`config.mk`:
```
export PLATFORM = sky130hd
export DESIGN_NAME = arya_pkt_tx
export DESIGN_NICKNAME = d
export VERILOG_FILES = /design/src/rtl/arya_pkt_tx_pkg.sv /design/src/rtl/arya_tx_fifo.sv /design/src/rtl/arya_pkt_tx.sv
export SDC_FILE = /design/constraint.sdc
export NUM_CORES = 1
export LEC_CHECK = 0
export BUFFER_PORTS_ARGS = -buffer_cell sky130_fd_sc_hd__buf_2
export CORE_MARGIN = 2
export CORE_UTILIZATION = 55
export CTS_CLUSTER_DIAMETER = 80
export DETAILED_ROUTE_END_ITERATION = 6
export PLACE_DENSITY_LB_ADDON = 0.3
export SYNTH_ARGS = -nofsm -noshare
export SYNTH_HDL_FRONTEND = slang
export SYNTH_SLANG_ARGS = --single-unit
```
`constraint.sdc`:
```
create_clock -name clk -period 13.4 [get_ports clk]
set_input_delay 0.67 -clock clk [delete_from_list [all_inputs] [get_ports clk]]
set_output_delay 0.67 -clock clk [all_outputs]
set_load 0.01 [all_outputs]
```
`src/rtl/arya_pkt_tx_pkg.sv`:
```
// Shared types and constants for the Arya packet transmitter.
// Holds the IOQ ctrl codes, the FSM encoding and the FIFO word layout.
package arya_pkt_tx_pkg;

  localparam int DATA_MEM_ADDR_WIDTH = 9;
  localparam logic [7:0] IO_QUEUE_STAGE_NUM = 8'hFF;
  localparam logic [7:0] EOP_ALL_VALID      = 8'h01;
  localparam logic [7:0] CTRL_PAYLOAD       = 8'h00;

  typedef enum logic [1:0] {
    IDLE    = 2'd0,
    PAYLOAD = 2'd1,
    DRAIN   = 2'd2
  } tx_state_e;

  typedef struct packed {
    logic [7:0]  ctrl;
    logic [63:0] data;
  } tx_word_t;

  // IOQ module header: {dst_port, word_len, src_port, byte_len}
  function automatic logic [63:0] ioq_header(input logic [15:0] dst, input logic [15:0] words);
    return {dst, words, 16'h0000, words << 3};
  endfunction

endpackage

```
`src/rtl/arya_tx_fifo.sv`:
```
// Two-entry {ctrl,data} FIFO; push and pop may coincide, including when full.
module arya_tx_fifo
  import arya_pkt_tx_pkg::*;
(
  input  logic       clk,
  input  logic       reset,
  input  logic       push,
  input  tx_word_t   push_word,
  input  logic       pop,
  output tx_word_t   head,
  output logic       not_empty,
  output logic [1:0] count
);

  tx_word_t mem [2];
  logic     wr_ptr, rd_ptr;

  always_ff @(posedge clk) begin
    if (push) mem[wr_ptr] <= push_word;
  end

  always_ff @(posedge clk or posedge reset) begin
    if (reset) begin
      wr_ptr <= 1'b0;
      rd_ptr <= 1'b0;
      count  <= 2'd0;
    end else begin
      if (push) wr_ptr <= ~wr_ptr;
      if (pop)  rd_ptr <= ~rd_ptr;
      count <= count + 2'(push) - 2'(pop);
    end
  end

  assign head      = mem[rd_ptr];
  assign not_empty = (count != 2'd0);

endmodule

```
`src/rtl/arya_pkt_tx.sv`:
```
// Packet transmitter: reads a block of data-memory words and sends it as
// an IOQ-headed packet on the user datapath output.
module arya_pkt_tx
  import arya_pkt_tx_pkg::*;
#(
  parameter int DATA_WIDTH     = 64,
  parameter int CTRL_WIDTH     = DATA_WIDTH / 8,
  parameter int MEM_ADDR_WIDTH = DATA_MEM_ADDR_WIDTH
) (
  input  logic                      clk,
  input  logic                      reset,
  input  logic                      start,
  input  logic [MEM_ADDR_WIDTH-1:0] start_base,
  input  logic [MEM_ADDR_WIDTH:0]   start_len,
  input  logic [15:0]               start_dst_port,
  output logic                      busy,
  output logic                      done,
  output logic [31:0]               pkt_count,
  output logic                      mem_rd_en,
  output logic [MEM_ADDR_WIDTH-1:0] mem_rd_addr,
  input  logic [DATA_WIDTH-1:0]     mem_rd_data,
  output logic [DATA_WIDTH-1:0]     out_data,
  output logic [CTRL_WIDTH-1:0]     out_ctrl,
  output logic                      out_wr,
  input  logic                      out_rdy
);

  localparam logic [MEM_ADDR_WIDTH:0] LEN_ONE = (MEM_ADDR_WIDTH+1)'(1);

  tx_state_e                 state_q, state_d;
  logic [MEM_ADDR_WIDTH-1:0] addr_q;
  logic [MEM_ADDR_WIDTH:0]   rem_q;
  logic                      rd_vld_q, rd_last_q;
  logic                      accept, issue, pop, push;
  logic                      fifo_ne;
  logic [1:0]                fifo_cnt;
  logic [2:0]                credit_use;
  tx_word_t                  push_word, head;

  assign accept = (state_q == IDLE) && start && (start_len != '0);

  // At most two words may be buffered or in flight; a word leaving this cycle frees a slot.
  assign credit_use = {1'b0, fifo_cnt} + {2'b00, rd_vld_q};
  assign issue      = (state_q == PAYLOAD) && (credit_use < 3'd2 + {2'b00, pop});

  assign pop    = fifo_ne && out_rdy;
  assign out_wr = pop;
  assign push   = accept || rd_vld_q;

  always_comb begin
    push_word = '0;
    if (rd_vld_q) begin
      push_word.ctrl = rd_last_q ? EOP_ALL_VALID : CTRL_PAYLOAD;
      push_word.data = mem_rd_data;
    end else begin
      push_word.ctrl = IO_QUEUE_STAGE_NUM;
      push_word.data = ioq_header(start_dst_port, 16'(start_len));
    end
  end

  arya_tx_fifo u_fifo (
    .clk       (clk),
    .reset     (reset),
    .push      (push),
    .push_word (push_word),
    .pop       (pop),
    .head      (head),
    .not_empty (fifo_ne),
    .count     (fifo_cnt)
  );

  assign out_data    = head.data;
  assign out_ctrl    = head.ctrl;
  assign mem_rd_en   = issue;
  assign mem_rd_addr = addr_q;
  assign busy        = (state_q != IDLE);

  always_comb begin
    state_d = state_q;
    done    = 1'b0;
    case (state_q)
      IDLE:    if (accept) state_d = PAYLOAD;
      PAYLOAD: if (issue && rem_q == LEN_ONE) state_d = DRAIN;
      DRAIN: begin
        if (!fifo_ne && !rd_vld_q) begin
          done    = 1'b1;
          state_d = IDLE;
        end
      end
      default: state_d = IDLE;
    endcase
  end

  always_ff @(posedge clk or posedge reset) begin
    if (reset) begin
      state_q   <= IDLE;
      addr_q    <= '0;
      rem_q     <= '0;
      rd_vld_q  <= 1'b0;
      rd_last_q <= 1'b0;
      pkt_count <= 32'd0;
    end else begin
      state_q   <= state_d;
      rd_vld_q  <= issue;
      rd_last_q <= issue && (rem_q == LEN_ONE);
      if (accept) begin
        addr_q <= start_base;
        rem_q  <= start_len;
      end else if (issue) begin
        addr_q <= addr_q + MEM_ADDR_WIDTH'(1);
        rem_q  <= rem_q - LEN_ONE;
      end
      if (done) pkt_count <= pkt_count + 32'd1;
    end
  end

endmodule

```
# Yosys cells after proc, flatten, opt, wreduce, memory -nomap -nowiden
# Memory sizes are Yosys's and may differ from the RTL's.
# Index checks and enable logic that the tools add are counted.
[op_classes]
shifts = 0
n_reduce_logical = 15
n_mux = 14
magnitude_cmp = 1
bitwise = 2
eq_ne = 6
add_sub_neg = 7
n_mul = 0
div = 0
[ops]
columns = ["op", "n"]
rows = [
  ["$mux 72", 1],
  ["$add 32x1->32 const B", 1],
  ["$mux 10", 2],
  ["$mux 9", 2],
  ["$eq 10x1->1 const B", 1],
  ["$reduce_bool 10->1", 1],
  ["$sub 10x1->10 const B", 1],
  ["$add 9x1->9 const B", 1],
  ["$logic_and 1x1->1", 6],
  ["$mux 2", 3],
  ["$pmux 2 s3", 1],
  ["$reduce_bool 2->1", 3],
  ["$mux 1", 5],
  ["$ne 2x2->1 const B", 2],
  ["$add 2x1->3", 1],
  ["$add 2x1->3 const A", 1],
  ["$lt 3x3->1", 1],
  ["$reduce_and 3->1", 1],
  ["$add 2x1->2", 1],
  ["$eq 2x1->1 const B", 1],
  ["$eq 2x2->1 const B", 1],
  ["$logic_not 1->1", 2],
  ["$logic_not 2->1", 1],
  ["$ne 2x1->1 const B", 1],
  ["3 further kinds", 4],
]
[word_totals]
ramBits = 144
rom_bits = 0
latchBits = 0
memories = 1
wordCells = 55
out_inout_bits = 117
register_bits = 59
in_bits = 103
[memory_table]
columns = ["memory", "depth", "word_bits", "read_ports", "rd_clocked_by_memory_dff", "write_ports", "line_no", "source"]
rows = [
  ["u_fifo.mem", 2, 72, 1, 0, 1, "arya_tx_fifo.sv:15", "tx_word_t mem [2];"],
]

# Longest topological paths before layout
# Gate-level depths: netlist (run 1).
[logic_depth]
ltp_word = 8
mapped_depth = 8
ltp_nobuf = 7

# Cells and area by module
# A second synthesis (run 1) with hierarchy kept.
[hier_totals]
hier_cells = 605
hier_area_um2 = 9147.5
[by_module_without_submodules]
columns = ["module", "n_inst", "seq_area_each_um2", "area_each_um2", "cells_per_inst"]
rows = [
  ["arya_tx_fifo", 1, 4424.2, 5741.8, 239],
  ["arya_pkt_tx", 1, 1376.3, 3405.8, 366],
]

# Least setup slack after synthesis (run 1)
# Ideal clock, no wire load.
[synth_path]
kind = "in2reg"
start = "input start"
end = "memory u_fifo.mem[1][0] (netlist bit) (enable)"
path_buffers = 1
path_slack_ns = 8.346
required_time_ns = 12.900
t_arrival_ns = 4.555
cell_stages = 5
setup_time_ns = 0.500
path_cell_list = "nor3b_1 > o41a_1 > buf_4 > nor2_2 > nor2b_1"
[synth_between]
elab_chain_len = 5
[synth_rtl]
columns = ["element", "line_no", "source"]
rows = [
  ["start, declared", "arya_pkt_tx.sv:12", "input logic start,"],
  ["$logic_and 1x1->1 (2 in a row)", "arya_pkt_tx.sv:40", "assign accept = (state_q == IDLE) && start && (start_len != '0);"],
  ["$logic_or 1x1->1", "arya_pkt_tx.sv:48", "assign push = accept || rd_vld_q;"],
  ["$mux 1", "arya_tx_fifo.sv:19", "if (push) mem[wr_ptr] <= push_word;"],
  ["$mux 1 (not written as such)", "arya_tx_fifo.sv:19", ""],
  ["end, declared", "arya_tx_fifo.sv:15", ""],
]
# No other way between the ends.

# Worst setup path after layout (run 1)
[layout_path]
start = "register state_q[1]"
end = "memory u_fifo.mem[0][4] (netlist bit) (enable)"
[layout_between]
elab_chain_len = 6
[layout_rtl]
columns = ["element", "line_no", "source"]
rows = [
  ["start, declared", "arya_pkt_tx.sv:30", "tx_state_e state_q, state_d;"],
  ["start signal, assigned", "arya_pkt_tx.sv:103", "state_q <= state_d;"],
  ["$logic_not 2->1", "arya_pkt_tx.sv:40", ""],
  ["$logic_and 1x1->1 (2 in a row)", "arya_pkt_tx.sv:40", ""],
  ["$logic_or 1x1->1", "arya_pkt_tx.sv:48", ""],
  ["$mux 1", "arya_tx_fifo.sv:19", ""],
  ["$mux 1 (not written as such)", "arya_tx_fifo.sv:19", ""],
]
# No other way between the ends.

==> results of run 1 <==
worst paths after layout:
check                                   end  slack (ps)     startpoint  cells past startpoint
max                        u_fifo.mem[0][4]        9700     state_q[1]                      5
min                          mem_rd_addr[2]         440  start_base[2]                      3
max reg2reg                u_fifo.mem[0][4]        9700     state_q[1]                      5
min reg2reg                   pkt_count[31]         480  pkt_count[31]                      1
max in group asynchronous     u_fifo.rd_ptr       12420          reset                      3
min in group asynchronous     pkt_count[19]         460          reset                      3
registers in the layout (all words and copies together) (netlist names), 2 cells and up:
register / flops
u_fifo.mem: 132
pkt_count: 32
rem_q: 10
mem_rd_addr: 9
state_q: 2
u_fifo.count: 2
cells in the mapped netlist (2+ instances only):
library cell  number
edfxtp_1         132
mux2_2            83
nand2_1           77
dfrtp_1           59
xnor2_1           31
and2_1            30
nand3_1           20
nor2_1            19
clkbuf_1          16
inv_1             12
nand4_1           12
o21ai_0           10
xor2_1             9
buf_4              8
ha_1               8
nor3_1             8
a21oi_1            5
and3_1             4
nor4_1             4
a221o_1            3
and4_1             3
buf_1              3
nand2b_1           3
o211ai_1           3
or4_1              3
nor3b_1            2
nor4b_1            2
o22ai_1            2
o41ai_1            2
or2_2              2
worst max-delay path, cell delays in order (launching register included):
cell     delay, ps
dfrtp_1        410
nor3b_1        670
o41a_1         780
nor2_2         170
nor2_4         680
buf_4          590
layer usage:
metal  vias up  part of all wire  global-route usage
met4         0             0.011              0.0730
met2       244              0.51               0.390
met3        14             0.075              0.0582
met1      2748              0.40               0.294
met5         -                 0                   0
li1       2608                 -                   -
cell type report:
class / count / area [µm²]
Inverter: 13 / 48.8
Sequential cell: 191 / 5440
Antenna cell: 1 / 2.50
Fill cell: 1016 / 4460
Clock buffer: 17 / 425
Clock inverter: 15 / 218
Tap cell: 184 / 230
Timing Repair Buffer: 224 / 1130
Multi-Input combinational cell: 368 / 2690
stage by stage:
step | hold slack [ps] | worst slack (ps) | cell area (µm²) | util
after floorplan | 490 | 8350 | 8300 | -
after global placement | 462 | 9480 | 9540 | 0.652
after detailed placement | 470 | 9350 | 9540 | 0.652
after CTS | 427 | 9660 | 10200 | 0.695
after global routing | 455 | 9400 | 10200 | 0.695
final | 443 | 9700 | 10200 | 0.696
report_power, final:
part | switching (mW) | leakage, nW | total, mW | internal (mW)
sequential | 0.0798 | 2.02 | 0.980 | 0.901
clock | 0.219 | 0.297 | 0.549 | 0.330
combinational | 0.510 | 2.00 | 0.861 | 0.351
logic make-up after synthesis:
group | synth area share
mux | 0.113
flops | 0.656
xor+xnor | 0.0422
buf+inv | 0.0231
compound gates | 0.0327
fa+ha+maj | 0.0121
simple gates | 0.121
placed cells by master (no fill, tap or decap), types with 4 or more instances in the layout:
cell type / count
buf_2: 219
edfxtp_1: 132
mux2_2: 83
nand2_1: 77
dfrtp_1: 57
xnor2_1: 31
and2_1: 30
nand3_1: 20
nor2_1: 18
clkbuf_16: 17
nand4_1: 12
inv_1: 11
o21ai_0: 10
xor2_1: 9
nor3_1: 8
ha_1: 8
a21oi_1: 5
bufinv_16: 5
clkinvlp_4: 5
buf_4: 5
and3_1: 4
nor4_1: 4
==> results.json, run 1 <==
{
  "status": "finished clean",
  "maxCapViolCount": 0,
  "grt_use_total": 0.230,
  "grt_overflow": 0,
  "row_count": 44,
  "fin_crit_ps": 3700,
  "cts_buffers": 17,
  "synth_nets": 711,
  "clockBufferDepth": 2,
  "start_kind": "flop",
  "setup_viol": 0,
  "synth-edff-count": 132,
  "finalNonFillerCells": 1013,
  "via_per_inst": 5.54,
  "hpwl_um": 12300,
  "ys_seq_area_frac": 0.656,
  "final_hold_viol_count": 0,
  "grt_first_pass_wirelength_um": 28900,
  "io_buffers": 219,
  "power_mw": 2.39,
  "final_net_count": 926,
  "ios": 220,
  "synth_area_leaders": "edfxtp_1, dfrtp_1, mux2_2, nand2_1, xnor2_1",
  "coreArea_um2": 14600,
  "path_max_fanout": 39,
  "hold_path.class": "in2reg",
  "dr.pass1.iters": 5,
  "antenna_found_initial": 0,
  "maxSlewViolCount": 0,
  "dieArea_um2": 16100,
  "tns_ps": 0,
  "synth.top_cell.area_share": 0.478,
  "required_ps": 13470,
  "post_drt_wl_per_cell_um": 18.0,
  "rsz0062_at_grt": "false",
  "p_leak_nw": 4.32,
  "period_share": 0.276,
  "synth.ff_latch_count": 191,
  "cts_tree": "built",
  "syn2layout_area_growth_pct": 22.8,
  "ant_nets": 0,
  "async_flop_share": 0.309,
  "syn-cell-area_um2": 8300,
  "tightest_slew_ps": 1230,
  "synth_area_per_cell_um2": 13.8,
  "p_per_area_nw_per_um2": 235,
  "finClkSkew_ps": 5.39,
  "arrival_ps": 3770,
  "htreeDepth": 4,
  "grt_pass1_vias": 5784,
  "cts_hold_buf": 0,
  "place.gp.congestion": 0.844,
  "clock-sinks": 191,
  "critPathKind": "reg2reg",
  "end_kind": "flop",
  "die_h_um": 127,
  "yosysWarnings": 0,
  "insertion_delay_ps": 430,
  "ir_drop_mv": 0.120,
  "synth_cells": 600,
  "dp.cells": 980,
  "vias": 5614,
  "drtIter0Drc": 435,
  "yosysTopAreaCell": "edfxtp_1",
  "cts-resized-gates": 0,
  "drc": 0,
  "grt_max_degree": 72,
  "drive_gt1_frac": 0.424,
  "routed_wl_um": 18200,
  "maxSlewHeadroom": 0.170,
  "synth_flop_cell": "edfxtp_1",
  "cts_root_buffer": "clkbuf_16",
  "max_freq_mhz": 270,
  "ys_types": 55,
  "postCtsSetupBuffers": 0,
  "die_w_um": 127,
  "clkTransAtPathRegs_ps": 70,
  "start_util": 0.566
}
(Power assumes the default switching activity.)
==> run 2, diff against run 1 <==
--- a/config.mk
+++ b/config.mk
@@ -7,7 +7,7 @@
 export LEC_CHECK = 0
 export BUFFER_PORTS_ARGS = -buffer_cell sky130_fd_sc_hd__buf_2
 export CORE_MARGIN = 2
-export CORE_UTILIZATION = 55
+export CORE_UTILIZATION = 53
 export CTS_CLUSTER_DIAMETER = 80
 export DETAILED_ROUTE_END_ITERATION = 6
 export PLACE_DENSITY_LB_ADDON = 0.3
==> constraint.sdc (replaced) <==
create_clock -name clk -period 3.7 [get_ports clk]
set_input_delay 0.185 -clock clk [delete_from_list [all_inputs] [get_ports clk]]
set_output_delay 0.185 -clock clk [all_outputs]
set_load 0.01 [all_outputs]
==> run 2 against run 1 <==
Net effect:
- the run now ends with negative hold slack left
- worst setup slack got worse by 8700 ps
- utilization is 2.5 points lower
- die area grew 3.7%
- first-iteration DRC count is 0.46% lower
- design area up 0.47%
- critical endpoint is now mem_rd_en
- worst hold slack worse by 470 ps
- largest cell class unchanged
- global-route usage is 1.8 points lower
- via count rose by 0.59%
- critical path depth is 1 higher
- clock power increased to 3.0 times the previous value
- sequential power increased to 3.6 times the previous value
- non-clock buffer count grew 11
==> results.json, run 2 (synthesis gave the netlist of run 1 again) <==
{
  "path_max_fanout": 13,
  "required_ps": 3510,
  "fill_cells": 1127,
  "setup_viol": 0,
  "drc": 0,
  "via_per_inst": 5.38,
  "postCtsSetupBuffers": 0,
  "die_h_um": 129,
  "end_kind": "output pin",
  "grt_pass1_vias": 5515,
  "drtIter0Drc": 433,
  "maxSlewViolCount": 0,
  "grt_max_degree": 71,
  "cts_tree": "built",
  "cts-resized-gates": 0,
  "p_per_area_nw_per_um2": 816,
  "vias": 5647,
  "rr_worst_depth": 7,
  "layout_commonest_cell": "buf_2",
  "period_share": 0.726,
  "dr.pass1.iters": 5,
  "status": "finished with violations",
  "dpl_worst_slack_ps": 1280,
  "htreeDepth": 4,
  "ios": 220,
  "hold_path.class": "in2async",
  "clock-sinks": 191,
  "row_count": 45,
  "crit_path_start": "u_fifo.count[0]",
  "setup_ws_ps": 1020,
  "dieArea_um2": 16700,
  "place.gp.congestion": 0.868,
  "fin_crit_ps": 2680,
  "grt_first_pass_wirelength_um": 27400,
  "critPathCapture": "mem_rd_en",
  "final_hold_viol_count": 23,
  "drive_gt1_frac": 0.417,
  "arrival_ps": 2500,
  "tightest_slew_ps": 1150,
  "p_leak_nw": 4.34,
  "top_regs": "u_fifo.mem x132, pkt_count x32, rem_q x10",
  "maxSlewHeadroom": 0.222,
  "cts_hold_buf": 8,
  "max_freq_mhz": 373,
  "grt_overflow": 0,
  "r2r_end": "mem_rd_addr[8]",
  "hpwl_um": 12100,
  "r2r_slack_ps": 1220,
  "antenna_found_initial": 0,
  "ir_drop_mv": 0.470,
  "cts_root_buffer": "clkbuf_16",
  "final_net_count": 937,
  "start_util": 0.544,
  "finClkSkew_ps": 7.92,
  "maxCapViolCount": 0,
  "power_mw": 8.35,
  "final-seq-area_um2": 5440,
  "r2r_start": "u_fifo.count[0]",
  "post_drt_wl_per_cell_um": 17.1,
  "syn2layout_area_growth_pct": 23.4,
  "failed_checks": "negative hold slack",
  "cts_buffers": 17,
  "antennaDiodeCount": 0,
  "io_buffers": 219,
  "grt_use_total": 0.213,
  "start_kind": "flop",
  "design_area_um2": 10200,
  "critPathKind": "reg2out",
  "postPlaceCellArea_um2": 9620,
  "layout_common_cells": "buf_2, edfxtp_1, mux2_2, nand2_1, dfrtp_1",
  "multi_input_area_um2": 2690,
  "clkTransAtPathRegs_ps": 70,
  "clockBufferDepth": 2,
  "largest_register_ffs": 132,
  "coreArea_um2": 15300,
  "largest_register": "u_fifo.mem",
  "rsz0062_at_grt": "false",
  "tns_ps": 0,
  "whs_ps": -30.7,
  "ant_nets": 0,
  "die_w_um": 129,
  "routed_wl_um": 17900,
  "insertion_delay_ps": 420
}
[run 2: worst min path at each step]
stage | to | cells past startpoint | from | slack, ps
floorplan | mem_rd_addr[7] | 2 | start_base[7] | 300
global placement | mem_rd_addr[7] | 3 | start_base[7] | 390
detailed placement | mem_rd_addr[5] | 3 | start_base[5] | 400
CTS | pkt_count[16] | 3 | reset | 0.7
global route | pkt_count[16] | 3 | reset | 30
finish | pkt_count[16] | 3 | reset | -30
[run 2: cell type report]
class	instances	share of cell area
Tap cell	211	0.0258
Timing Repair Buffer	235	0.123
Clock buffer	19	0.0423
Clock inverter	13	0.00966
Sequential cell	191	0.532
Inverter	13	0.00477
Multi-Input combinational cell	368	0.262
[run 2: critical path, stage by stage (launching register included)]
cell and delay [ps]:
dfrtp_1 440, ha_1 220, ha_1 310, o21ai_2 110
nand2_1 390, clkinv_1 370, buf_2 250
[run 2: power breakdown]
group | total (mW) | switching, mW | internal, mW
registers | 3.52 | 0.264 | 3.25
logic | 3.18 | 1.86 | 1.32
clock network | 1.66 | 0.741 | 0.915
[run 2: routing by layer]
metal	global-route usage	vias up	wire length [µm]
li1	-	2627	-
met3	0.0495	23	1290
met4	0.0703	0	246
met1	0.281	2773	7380
met5	0	-	0
met2	0.351	224	9000
[run 2: stage by stage]
| stage | utilization | instances |
|---|---|---|
| after floorplan | - | 600 |
| after CTS | 0.671 | 1050 |
| after global routing | 0.671 | 1050 |
| after global placement | 0.631 | 1010 |
| after detailed placement | 0.631 | 1010 |
| final | 0.671 | 1050 |
